<file path="src/rtl/shift_reg_pkg.sv">
// shift_reg_pkg: mode and FSM state encodings shared by the universal shift register
package shift_reg_pkg;
  localparam logic [2:0] MODE_HOLD = 3'b000;
  localparam logic [2:0] MODE_LOAD = 3'b001;
  localparam logic [2:0] MODE_SHL  = 3'b010;
  localparam logic [2:0] MODE_SHR  = 3'b011;
  localparam logic [2:0] MODE_ROTL = 3'b100;
  localparam logic [2:0] MODE_ROTR = 3'b101;
  localparam logic [2:0] MODE_ASR  = 3'b110;
  localparam logic [2:0] MODE_RSVD = 3'b111;
  typedef enum logic [1:0] {ST_IDLE, ST_RUN, ST_DONE} state_t;
endpackage

</file>
<file path="src/rtl/shift_step.sv">
// shift_step: one single-bit shift/rotate step plus the bit that leaves the register
module shift_step import shift_reg_pkg::*; #(
  parameter int WIDTH = 8
) (
  input  logic [WIDTH-1:0] q_i,
  input  logic [2:0]       mode_i,
  input  logic             sin_i,
  output logic [WIDTH-1:0] q_o,
  output logic             out_o
);
  always_comb begin
    q_o = q_i;
    out_o = 1'b0;
    case (mode_i)
      MODE_SHL: begin
        q_o = {q_i[WIDTH-2:0], sin_i};
        out_o = q_i[WIDTH-1];
      end
      MODE_SHR: begin
        q_o = {sin_i, q_i[WIDTH-1:1]};
        out_o = q_i[0];
      end
      MODE_ROTL: begin
        q_o = {q_i[WIDTH-2:0], q_i[WIDTH-1]};
        out_o = q_i[WIDTH-1];
      end
      MODE_ROTR: begin
        q_o = {q_i[0], q_i[WIDTH-1:1]};
        out_o = q_i[0];
      end
      MODE_ASR: begin
        q_o = {q_i[WIDTH-1], q_i[WIDTH-1:1]};
        out_o = q_i[0];
      end
      default: begin
        q_o = q_i;
        out_o = 1'b0;
      end
    endcase
  end
endmodule

</file>
<file path="src/rtl/shift_reg_univ.sv">
// shift_reg_univ: universal register with preset, load and multi-cycle shift/rotate handshake
module shift_reg_univ import shift_reg_pkg::*; #(
  parameter int WIDTH = 8,
  parameter int AMT_W = $clog2(WIDTH) + 1
) (
  input  logic             clk,
  input  logic             reset,
  input  logic             set,
  input  logic             start,
  input  logic [2:0]       mode,
  input  logic [AMT_W-1:0] amount,
  input  logic [WIDTH-1:0] d,
  input  logic             sin,
  output logic [WIDTH-1:0] q,
  output logic [WIDTH-1:0] qbar,
  output logic             sout,
  output logic             busy,
  output logic             done
);
  state_t state_q, state_d;
  logic [AMT_W-1:0] cnt_q, cnt_d;
  logic [2:0] mode_q, mode_d;
  logic [WIDTH-1:0] q_q, q_d, step_q;
  logic sout_q, sout_d, step_out, accept, quick;
  shift_step #(.WIDTH(WIDTH)) u_step (
    .q_i(q_q), .mode_i(mode_q), .sin_i(sin), .q_o(step_q), .out_o(step_out)
  );
  assign accept = start && state_q != ST_RUN;
  // LOAD, HOLD, reserved and zero-length shifts finish on the start edge itself
  assign quick = mode inside {MODE_HOLD, MODE_LOAD, MODE_RSVD} || amount == '0;
  always_ff @(posedge clk or posedge reset) begin
    if (reset) begin
      state_q <= ST_IDLE;
      cnt_q <= '0;
      mode_q <= MODE_HOLD;
      q_q <= '0;
      sout_q <= 1'b0;
    end else begin
      state_q <= state_d;
      cnt_q <= cnt_d;
      mode_q <= mode_d;
      q_q <= q_d;
      sout_q <= sout_d;
    end
  end
  always_comb begin
    state_d = state_q;
    cnt_d = cnt_q;
    mode_d = mode_q;
    q_d = q_q;
    sout_d = sout_q;
    if (set) begin
      state_d = ST_IDLE;
      cnt_d = '0;
      q_d = '1;
      sout_d = 1'b0;
    end else if (accept) begin
      mode_d = mode;
      cnt_d = amount;
      q_d = mode == MODE_LOAD ? d : q_q;
      state_d = quick ? ST_DONE : ST_RUN;
    end else if (state_q == ST_RUN) begin
      q_d = step_q;
      sout_d = step_out;
      cnt_d = cnt_q - AMT_W'(1);
      state_d = cnt_q == AMT_W'(1) ? ST_DONE : ST_RUN;
    end else if (state_q == ST_DONE) begin
      state_d = ST_IDLE;
    end
  end
  always_comb begin
    busy = state_q == ST_RUN;
    done = state_q == ST_DONE;
    q = q_q;
    qbar = ~q_q;
    sout = sout_q;
  end
endmodule

</file>
<file path="config.mk">
export PLATFORM = sky130hd
export DESIGN_NAME = shift_reg_univ
export DESIGN_NICKNAME = d
export VERILOG_FILES = /design/src/rtl/shift_reg_pkg.sv /design/src/rtl/shift_step.sv /design/src/rtl/shift_reg_univ.sv
export SDC_FILE = /design/constraint.sdc
export NUM_CORES = 1
export LEC_CHECK = 0
export CAP_MARGIN = 25
export CORE_ASPECT_RATIO = 0.7
export CORE_MARGIN = 2
export CORE_UTILIZATION = 47
export DETAILED_ROUTE_END_ITERATION = 10
export PLACE_DENSITY = 0.86
export SETUP_SLACK_MARGIN = 0.2
export SLEW_MARGIN = 25
export SYNTH_ARGS = -nofsm -noshare
export SYNTH_HDL_FRONTEND = slang
export SYNTH_SLANG_ARGS = --single-unit
</file>
<file path="constraint.sdc">
create_clock -name clk -period 4 [get_ports clk]
set_clock_uncertainty 0.15 [all_clocks]
set_input_delay 0.8 -clock clk [delete_from_list [all_inputs] [get_ports clk]]
set_output_delay 0.8 -clock clk [all_outputs]
set_load 0.005 [all_outputs]
</file>
==> Yosys cells after proc, flatten, opt, wreduce, memory -nomap -nowiden <==
Index checks and enable logic that the tools add are counted.
{ "totals": {"output_inout_bits": 19, "reg_bits": 18, "in_bits": 20} }
{ "op_classes": {"n_addsub": 1, "eq_ne": 14, "bitwise": 2, "muxes": 18, "reduce_logical": 16} }
{ "op_table": {"columns": ["cell", "n"], "rows": [
  ["one-hot mux 8 bit (5 select lines)", 1],
  ["two-way mux 8 bit", 4],
  ["== test 3 bit (second input constant)", 4],
  ["two-way mux 2 bit", 6],
  ["two-way mux 4 bit", 3],
  ["inverter 8 bit", 1],
  ["nonzero test 7 bit", 1],
  ["== test 3 x 2 -> 1 bit (second input constant)", 2],
  ["nonzero test 3 bit", 2],
  ["nonzero test 6 bit", 1],
  ["== test 4 x 1 -> 1 bit (second input constant)", 1],
  ["zero test 4 bit", 1],
  ["AND reduction 2 bit", 2],
  ["AND reduction 4 bit", 1],
  ["nonzero test 4 bit", 1],
  ["subtractor 4 x 1 -> 4 bit (second input constant)", 1],
  ["== test 3 x 1 -> 1 bit (second input constant)", 1],
  ["zero test 3 bit", 1],
  ["two-way mux 1 bit", 3],
  ["inequality test 3 x 2 -> 1 bit (second input constant)", 1],
  ["inequality test 3 bit (second input constant)", 1],
  ["AND reduction 3 bit", 1],
  ["OR reduction 3 bit", 1],
  ["== test 2 x 1 -> 1 bit (second input constant)", 1],
  ["9 further kinds", 9]
]} }

==> Logic depth before layout (Yosys ltp) <==
{ "logic_depth": {"ltp_word": 6, "ltp_mapped": 7} }

==> By module <==
A second synthesis with hierarchy kept.
{ "unflattened": {"hier_cells": 158, "area_unflattened_um2": 1357.6} }
{ "by_module_without_submodules": {"columns": ["module", "cells_per_inst", "instances", "area_each_um2"], "rows": [
  ["shift_reg_univ", 110, 1, 994.7],
  ["shift_step", 48, 1, 362.8]
]} }

==> Worst setup path after synthesis <==
Ideal clock, no wire load.
{ "synth_timing": {"kind": "in2reg", "from": "input port start", "to": "register q_q[3], in the netlist q[3]", "stages": 5, "path_slack_ns": 2.103, "setup_ns": 0.128, "required_time_ns": 3.722, "arrival_time_ns": 1.619, "cell_sequence": "buf_2 nand4_1 o31a_4 a211oi_2 o21ai_1"} }
{ "synth_via": {"elab_chain_len": 3, "elab_cells_between_ends": 7, "classes_between": "eq/ne (1); mux (2); reduce/logical (4)"} }
{ "synth_lines": {"columns": ["item", "line_no", "text"], "rows": [
  ["start, declared", "shift_reg_univ.sv:9", "input logic start,"],
  ["logical AND 1 bit *", "shift_reg_univ.sv:28", "assign accept = start && state_q != ST_RUN;"],
  ["nonzero test 7 bit (no line) (tied with other cells)", null, null],
  ["AND reduction 3 bit (no line) / two-way mux 8 bit (equally long branches)", null, null],
  ["end signal, assigned", "shift_reg_univ.sv:42", "q_q <= q_d;"],
  ["end, declared", "shift_reg_univ.sv:23", "logic [WIDTH-1:0] q_q, q_d, step_q;"]
]} }
Every way passes the cells marked *; elsewhere a longest branch is shown, timed or not.
A chain may end at the register's enable or synchronous reset.

==> Final worst setup path <==
{ "layout_timing": {"from": "register state_q[1]", "to": "output port busy"} }
{ "layout_via": {"elab_chain_len": 1} }
{ "layout_lines": {"columns": ["item", "line_no", "text"], "rows": [
  ["start, declared", "shift_reg_univ.sv:20", "state_t state_q, state_d;"],
  ["start signal, assigned", "shift_reg_univ.sv:39", "state_q <= state_d;"],
  ["== test 2 x 1 -> 1 bit", "shift_reg_univ.sv:72", "busy = state_q == ST_RUN;"],
  ["end, declared", "shift_reg_univ.sv:17", "output logic busy,"]
]} }
Every way passes these cells.

==> out/metrics.yaml <==
status: "finished clean"
post_cts_resized: 0
post-dp-hpwl_um: 2730
dieArea_um2: 3570
gr-max-usage-layer: "met2"
yosysSeqAreaShare: 0.309
first_pass_iters: 4
dp.cells: 228
post-route-drc-count: 0
htree_levels: 1
worstSetupStartpointType: "flop"
synth_top_area_share: 0.309
timing.final.ws_setup_ps: 1130
required_ps: 3050
post_drt_wl_per_cell_um: 16.1
grt_pass1_wl_um: 6270
slew_headroom: 0.480
portBuffers: 38
num_vias: 1378
rsz0062_at_grt: "no"
syn-num-nets: 187
via_per_inst: 5.97
async_flop_share: 1.00
critPathMaxFanout: 17
ant_nets: 0
ys_types: 51
final_nets: 219
yosys-top-cells-area: "dfrtp_1 (31%), nor2_1 (4.4%), o21ai_0 (4.1%)"
dpl_worst_slack_ps: 1390
diodes: 0
fin_crit_sh: 0.718
cts.clk_slew.worst_paths_ps: 70
avgSynthCellArea_um2: 8.83
synthCells: 165
synth_most_common_cell: "dfrtp_1"
synth_edf_count: 0
grt_pass1_vias: 1284
ioPinCount: 39
synth_area_um2: 1460
cts.sink_count: 18
p_per_area_nw_per_um2: 330
die_w_um: 70.6
final-max-slew-violation-count: 0
core_area_um2: 2880
area_delta_synth_final_pct: 26.4
grtUsageMet1: 0.308
cts_tree: "done"
grt_overflow_total: 0
fin_tns_setup_ps: 0
numCtsBuffers: 3
p_leak_uw: 0.000778
routabilityCongestion: 0.846
clkLatencyLatePin_ps: 250
hold_viol_final: 0
ctsHoldBuffers: 0
met2_usage: 0.374
fmax_mhz: 348
synth_top_cell_by_area: "dfrtp_1"
cap_viol_max_count: 0
drt-total-wl_um: 3730
ys_warn_count: 0
ir_worst_vdd_uv: 214
finalSetupViolCount: 0
grt_max_degree: 25
clk_path_buf_depth: 2
ys.flop_type: "dfrtp_1"
grtUsageTotal: 0.224
start_util: 0.506
end_kind: "output port"
root_buffer: "clkbuf_8"
drtIter0Drc: 88
antenna_found_initial: 0
critPathArrivalTime_ps: 1920
drive_gt1_frac: 0.103
dpl_cell_area_um2: 1800
instances_no_fill: 231
gr-usage-met3: 0.0482
ys_ff_latch: 18
post-cts-setup-buffers: 0
ys_top_cells_by_count: "dfrtp_1 (18), nor2_1 (17), inv_1 (14)"
rows: 16
fin_util: 0.639
die_h_um: 50.6
path_class: "reg -> out"
worst_slew_pin_slew_ps: 780
period_needed_ps: 2870
final_area_um2: 1840
hp-class: "reg -> reg"
[sequential cells by signal, summed over array words and instances, names as in the netlist]
name and flops:
q 8, mode_q 3, sout 1, cnt_q 4, state_q 2
[report_power, final]
part / internal (µW) / switching [µW]
Combinational: 124 / 106
Clock: 66.9 / 58.8
Sequential: 201 / 52.8
Total: 392 / 218
[final timing paths]
check | from | endpoint | slack, ps | cells after the start
hold / removal | sout | sout | 380 | 2
setup reg to reg | state_q[1] | q[3] | 1870 | 5
setup / recovery | state_q[1] | busy | 1130 | 3
min in group asynchronous | reset | mode_q[0] | 810 | 2
hold reg to reg | sout | sout | 380 | 2
max in group asynchronous | reset | q[3] | 2430 | 2
[cells in the final DEF (no fill, tap or decap), types with 3 or more instances in the layout]
master and n:
clkdlybuf4s50_1 38, dfrtp_1 18, nor2_1 17, inv_1 14
o21ai_0 12, nand2_1 9, o21ai_1 7, nand2b_1 6
a21oi_1 5, mux2i_1 5, nor3b_1 4, mux2_2 4
o221a_1 3, a221oi_2 3, o22ai_1 3, a211oi_2 3
nor3_1 3, clkbuf_8 3
[worst max-delay path, stage by stage, from the launching register on]
cell             delay [ps]
dfrtp_1                 390
nand2b_1                460
inv_1                   280
clkdlybuf4s50_1         540
[final cells by class]
cell class	count	area [µm²]
Clock buffer	3	41.3
Multi-Input combinational cell	122	873
Inverter	14	52.6
Fill cell	236	1040
Timing Repair Buffer	38	380
Sequential cell	18	450
Tap cell	36	45.0
[layer usage]
metal  vias to the layer above  wire, µm
li1                        666         -
met5                         -         0
met1                       653      1720
met4                         0        14
met3                         2       247
met2                        57      1740
[stage by stage]
stage	power, µW	hold slack [ps]
floorplan	408	367
global placement	473	372
detailed placement	482	366
CTS	609	386
global route	650	425
finish	609	379
[kinds of logic (layout without fill, tap and decap cells)]
group,after synthesis,count (layout),share of synthesized area
buffers and inverters,25,55,0.0918
adder cells (fa/ha/maj),3,3,0.0249
AO/OA/AOI/OAI,56,56,0.312
multiplexers,9,9,0.0652
AND/OR/NAND/NOR,53,53,0.191
XOR/XNOR,1,1,0.00601
flip-flops,18,18,0.309
(Power assumes the default switching activity.)
